### src/rtl/fifo_read_stream_adapter.sv
// Pull-to-stream adapter behind async_fifo: prefetches into a DEPTH-entry ring; first word RD_LAT+1 cycles after issue.
// Backpressure: m_ready only stalls the ring; issue is credit-limited by registered count+inflight, never by m_ready.
module fifo_read_stream_adapter #(
  parameter int BITS   = 32,
  parameter int DEPTH  = 4,
  parameter int RD_LAT = 1
) (
  input  logic                       read_clk,
  input  logic                       read_rst,
  output logic                       p_read_en,
  input  logic [BITS-1:0]            p_read_data,
  input  logic                       p_read_empty,
  output logic                       m_valid,
  input  logic                       m_ready,
  output logic [BITS-1:0]            m_data,
  output logic [$clog2(DEPTH+1)-1:0] m_level
);

  localparam int LW = $clog2(DEPTH + 1);
  localparam int PW = $clog2(DEPTH);
  localparam int OW = $clog2(DEPTH + RD_LAT + 1);

  logic [RD_LAT-1:0] rd_pipe_q, rd_pipe_d;
  logic [PW-1:0]     wr_ptr_q, wr_ptr_d;
  logic [PW-1:0]     rd_ptr_q, rd_ptr_d;
  logic [LW-1:0]     count_q, count_d;
  logic              valid_q;
  logic [BITS-1:0]   buf_q [DEPTH];
  logic [OW-1:0]     occupancy;
  logic              capture;
  logic              pop;

  function automatic logic [PW-1:0] next_ptr(input logic [PW-1:0] p);
    return (p == PW'(DEPTH - 1)) ? '0 : p + PW'(1);
  endfunction

  // Words held plus words already requested: the credit that bounds issue.
  always_comb begin
    occupancy = OW'(count_q);
    for (int i = 0; i < RD_LAT; i++) begin
      occupancy = occupancy + OW'(rd_pipe_q[i]);
    end
  end

  assign p_read_en = !read_rst && !p_read_empty && (occupancy < OW'(DEPTH));
  assign capture   = rd_pipe_q[RD_LAT-1];
  assign pop       = valid_q && m_ready;

  always_comb begin
    rd_pipe_d = RD_LAT'({rd_pipe_q, p_read_en});
    wr_ptr_d  = capture ? next_ptr(wr_ptr_q) : wr_ptr_q;
    rd_ptr_d  = pop ? next_ptr(rd_ptr_q) : rd_ptr_q;
    count_d   = count_q;
    case ({capture, pop})
      2'b10:   count_d = count_q + LW'(1);
      2'b01:   count_d = count_q - LW'(1);
      default: count_d = count_q;
    endcase
  end

  always_ff @(posedge read_clk or posedge read_rst) begin
    if (read_rst) begin
      rd_pipe_q <= '0;
      wr_ptr_q  <= '0;
      rd_ptr_q  <= '0;
      count_q   <= '0;
      valid_q   <= 1'b0;
    end else begin
      rd_pipe_q <= rd_pipe_d;
      wr_ptr_q  <= wr_ptr_d;
      rd_ptr_q  <= rd_ptr_d;
      count_q   <= count_d;
      valid_q   <= (count_d != '0);
    end
  end

  // Storage needs no reset: count gates visibility of every entry.
  always_ff @(posedge read_clk) begin
    if (capture) begin
      buf_q[wr_ptr_q] <= p_read_data;
    end
  end

  assign m_valid = valid_q;
  assign m_data  = buf_q[rd_ptr_q];
  assign m_level = count_q;

  overflow_chk: assert property (@(posedge read_clk) disable iff (read_rst)
    !(capture && !pop && (count_q == LW'(DEPTH))));

endmodule

### config.mk
export PLATFORM = sky130hd
export DESIGN_NAME = fifo_read_stream_adapter
export DESIGN_NICKNAME = d
export VERILOG_FILES = /design/src/rtl/fifo_read_stream_adapter.sv
export SDC_FILE = /design/constraint.sdc
export NUM_CORES = 1
export LEC_CHECK = 0
export BUFFER_PORTS_ARGS = -buffer_cell sky130_fd_sc_hd__clkbuf_2
export CAP_MARGIN = 25
export CORE_MARGIN = 2
export CORE_UTILIZATION = 37
export DETAILED_ROUTE_END_ITERATION = 10
export GPL_TIMING_DRIVEN = 0
export SETUP_SLACK_MARGIN = 0.1
export SLEW_MARGIN = 0
export SYNTH_ARGS = -nofsm -noshare
export SYNTH_HDL_FRONTEND = slang
export SYNTH_SLANG_ARGS = --single-unit
export TNS_END_PERCENT = 1
### constraint.sdc
create_clock -name read_clk -period 2.3 [get_ports read_clk]
set_input_delay 0 -clock read_clk [delete_from_list [all_inputs] [get_ports read_clk]]
set_output_delay 0 -clock read_clk [all_outputs]
set_load 0.01 [all_outputs]
; ---- Word level (Yosys, flattened, before mapping)
; Memory sizes are Yosys's and may differ from the RTL's.
; Cells that the tools add are included.
[totals]
reg_bits = 9
latch_bits = 0
ramBits = 128
mem_bits_ro = 0
in_bits = 36
output_inout_bits = 37
elab_cells = 27
n_memories = 1
[mem_list]
columns = name, depth, width, rd, rd_ports_with_merged_regs, write_ports, line_no
row1 = buf_q, 4, 32, 1, 0, 1, 28  ; logic [BITS-1:0] buf_q [DEPTH];
[op_classes]
addsub = 5
n_mul = 0
div_mod_pow = 0
magnitude_cmp = 1
n_eq_ne = 4
shift = 0
muxes = 5
n_bitwise = 0
n_reduce_logical = 6
[ops]
columns = op, count
row1 = $eq A2 B2 Y1 const B, 3
row2 = $pmux W3 S2, 1
row3 = $add A2 B1 Y2 const B, 2
row4 = $mux W2, 2
row5 = $add A3 B1 Y3, 1
row6 = $add A3 B1 Y3 const B, 1
row7 = $logic_and A1 B1 Y1, 3
row8 = $lt A3 B3 Y1 const B, 1
row9 = $reduce_bool A3 Y1, 1
row10 = $sub A3 B1 Y3 const B, 1
row11 = $eq A2 B1 Y1 const B, 1
row12 = $logic_not A1 Y1, 2
row13 = $mux W1, 2

; ---- Longest topological paths before layout
[depth]
word_depth = 4
depth_mapped = 7

; ---- Worst setup path after synthesis
; OpenSTA, ideal clock, no wires.
[synth_path]
kind = register to register
from = register wr_ptr_q[0]
to = memory buf_q[2][0] (enable)
setup_time_ns = 0.392
arrival_ns = 1.408
required_ns = 1.908
setup_slack_ns = 0.500
stages_incl_launch_ff = 4
path_buffers = 0
period_less_slack_ns = 1.800
path_cell_list = dfrtp_1 > inv_1 > ha_1 > and2_1
[synth_lines]
columns = element, line_no
row1 = "start, declared", 24  ; logic [PW-1:0] wr_ptr_q, wr_ptr_d;
row2 = "start signal, assigned", 70  ; wr_ptr_q <= wr_ptr_d;
row3 = "end, declared", 28
; Straight into the memory's write port.

; ---- Final worst setup path
[layout_path]
from = register rd_ptr_q[1]
to = output m_data[11]
[layout_between]
elab_chain_len = 1
[layout_rtl]
columns = element, line_no
row1 = "start, declared", 25  ; logic [PW-1:0] rd_ptr_q, rd_ptr_d;
row2 = "start signal, assigned", 71  ; rd_ptr_q <= rd_ptr_d;
row3 = $mem_v2 Z4 W32, n/a
row4 = "end, declared", 15  ; output logic [BITS-1:0] m_data,
; No other way between the ends.

==> impl_metrics.py <==
metrics = {
    "clock_tree": {
        "cts.htree.levels": 4,
        "cts_sinks": 137,
        "clk-insertion-delay-late_ns": 0.41,
        "postCtsSetupBuffers": 0,
        "clock-root-buffer": "clkbuf_16",
        "clk_pin_slew_worst_paths_ns": 0.06,
        "max-clock-path-buffers": 2,
        "cts_buffers": 17,
        "cts_tree": "built",
    },
    "die": {
        "die_w_um": 122,
        "start_util": 0.376,
        "die-area_um2": 14900,
        "rows": 43,
        "die_h_um": 122,
        "top_level_ports": 73,
        "coreArea_um2": 13700,
    },
    "critical_path": {
        "end_kind": "primary output",
        "path_delay_family": "buffers and inverters",
        "crit_buf_inv": 3,
        "crit_path_cell_trace": "clkbuf_1 -> buf_2 -> mux4_2 -> clkbuf_2",
        "critPathLaunchType": "register",
        "crit_type": "reg2out",
        "cp.required_ns": 2.30,
        "slowest_delay_ns": 0.37,
        "crit_slowest_cell": "mux4_2",
        "worst-path-max-fanout": 10,
        "crit_arrival_ns": 1.88,
    },
    "sta": {
        "finalHoldViolations": 0,
        "clock.fmax_ghz": 0.532,
        "fin_hold_ws_ns": 0.0886,
        "period_share": 0.818,
        "fin_skew_ns": 0.00693,
        "tightest_slew_ns": 0.445,
        "fin_setup_tns_ns": 0,
        "setup_viol": 0,
        "min_period_ns": 1.88,
        "rsz0062_at_grt": "no",
        "drv_slew": 0,
        "maxSlewHeadroom": 0.703,
    },
    "cells_and_area": {
        "layout-drive-gt1-share": 0.400,
        "fin_nets": 385,
        "diodes": 0,
        "synthToLayoutAreaGrowth_pct": 30.6,
        "fin_util": 0.491,
        "final_cells": 535,
    },
    "placement": {
        "hpwlAfterDp_mm": 5.54,
        "dp.cells": 468,
        "io_buffers": 72,
        "gp_congestion": 0.641,
    },
    "synthesis": {
        "synth_cells": 212,
        "yosys_warnings": 0,
        "synth-edff-count": 128,
        "syn_area_um2": 5160,
        "yosysSeqAreaShare": 0.789,
        "synth_nets": 255,
        "ys_async_sr_fraction": 0.0657,
        "synth_top_area_frac": 0.745,
        "yosysMostFrequentCell": "edfxtp_1",
        "synthFlopType": "edfxtp_1",
        "synth.avg_cell_area_um2": 24.3,
        "ys_top_cells_by_area": "edfxtp_1, mux4_2, dfrtp_1",
        "synth_cell_types": 23,
        "synth_common_cells": "edfxtp_1, mux4_2, dfrtp_1, ha_1, inv_1",
        "synth_area_leader_cell": "edfxtp_1",
        "synth-seq-cells": 137,
    },
    "global_route": {
        "antenna_found_initial": 0,
        "grt_overflow": 0,
        "grt_pass1_wl_mm": 14.5,
        "grt_pass1_vias": 2741,
        "grtUsageTotal": 0.136,
        "grt_max_degree": 23,
    },
    "routing": {
        "dr_wl_met3_um": 454,
        "drc": 0,
        "wl_met2_mm": 4.41,
        "via_count": 2519,
        "drt-pass1-iter-count": 4,
        "viasPerCell": 4.71,
        "wl_met1_mm": 3.81,
        "top_layer": "met4",
        "ant_nets": 0,
        "wirelength_mm": 8.87,
        "wl_per_cell_um": 16.6,
        "drtIter0Drc": 184,
    },
    "flow_run": {
        "cap_violations": 0,
    },
    "power_and_ir_drop": {
        "p_leak_nw": 2.40,
        "powerDensity_nw_per_um2": 1150,
        "peakVddDrop_v": 0.000658,
    },
    "hold_path": {
        "hold_class": "in2async",
    },
    "status": {
        "status": "completed",
    },
}
## per-layer routing
layer  vias up  global-route usage
met3        16              0.0435
li1       1155                   -
met4         0              0.0668
met1      1283               0.165
met5         -                   0
met2        65               0.221
## through the flow
stage | power, mW | worst slack, ns | instance area [um2]
after floorplan | 4.54 | 0.500 | 5160
after global placement | 5.22 | -0.207 | 5740
after detailed placement | 5.30 | 0.455 | 5830
after CTS | 7.87 | 0.325 | 6730
after global routing | 8.14 | 0.246 | 6730
final | 7.72 | 0.420 | 6730
## path summary, 6_finish.rpt
kind | cells past startpoint | slack, ns | start | to
setup / recovery | 4 | 0.42 | rd_ptr_q[1]$_DFFE_PP0N_ | m_data[11]
hold / removal | 3 | 0.09 | read_rst | capture$_DFF_PP0_
setup reg to reg | 6 | 0.43 | capture$_DFF_PP0_ | m_valid$_DFF_PP0_
hold reg to reg | 1 | 0.60 | m_level[0]$_DFF_PP0_ | m_level[0]$_DFF_PP0_
max in group asynchronous | 3 | 1.95 | read_rst | rd_ptr_q[0]$_DFFE_PP0N_
min in group read_clk | 3 | 0.30 | p_read_empty | capture$_DFF_PP0_
## where the power goes
| group | switching, mW | internal (mW) | leakage [nW] |
|---|---|---|---|
| registers | 0.103 | 3.00 | 1.26 |
| logic | 1.03 | 1.09 | 0.873 |
| clock network | 0.931 | 1.58 | 0.264 |
| total | 2.06 | 5.66 | 2.40 |
## tightest hold or removal path, stage by stage
cell and delay, ns:
dlygate4sd3_1 0.53, clkbuf_2 0.11, inv_1 0.27
## registers in the layout, indices dropped and copies added (netlist names)
signal / flops
rd_ptr_q: 2
buf_q: 128
wr_ptr_q: 2
m_level: 3
m_valid: 1
capture: 1
## final cells by class
| cell class | count | area (um2) |
|---|---|---|
| clock inverters | 10 | 103 |
| plain buffers | 8 | 90.1 |
| well taps | 180 | 225 |
| clock buffers | 22 | 444 |
| multi-input cells | 62 | 983 |
| flip-flops and latches | 137 | 4070 |
| inverters | 5 | 18.8 |
| repair buffers | 111 | 798 |
| fillers | 1146 | 6990 |
## timing repair
action	in CTS	in global routing
endpoints found under the hold margin	140	0
resized for setup	0	0
hold buffers	35	0
## cell usage in the layout, fill, tap and decap left out, drive strengths merged
cell and instances:
a21o 1, and2 4, buf 11, bufinv 2
clkbuf 95, clkinv 7, clkinvlp 1, dfrtp 9
dlygate4sd3 35, edfxtp 128, fa 1, ha 6
inv 5, mux2 2, mux4 32, nand2 2
nand3 1, nor2 1, nor3 2, o211ai 1
o21ai 4, or2 1, or3 1, xnor2 3
## kinds of logic after synthesis
kind of cell             count (synthesis)  share of synthesized area
flip-flops                             137                      0.789
multiplexers                            34                      0.147
buffers and inverters                   13                     0.0211
AND/OR/NAND/NOR                         12                     0.0124
adder cells (fa/ha/maj)                  7                     0.0184
AO/OA/AOI/OAI                            6                    0.00680
XOR/XNOR                                 3                    0.00510
(Power assumes the default switching activity.)
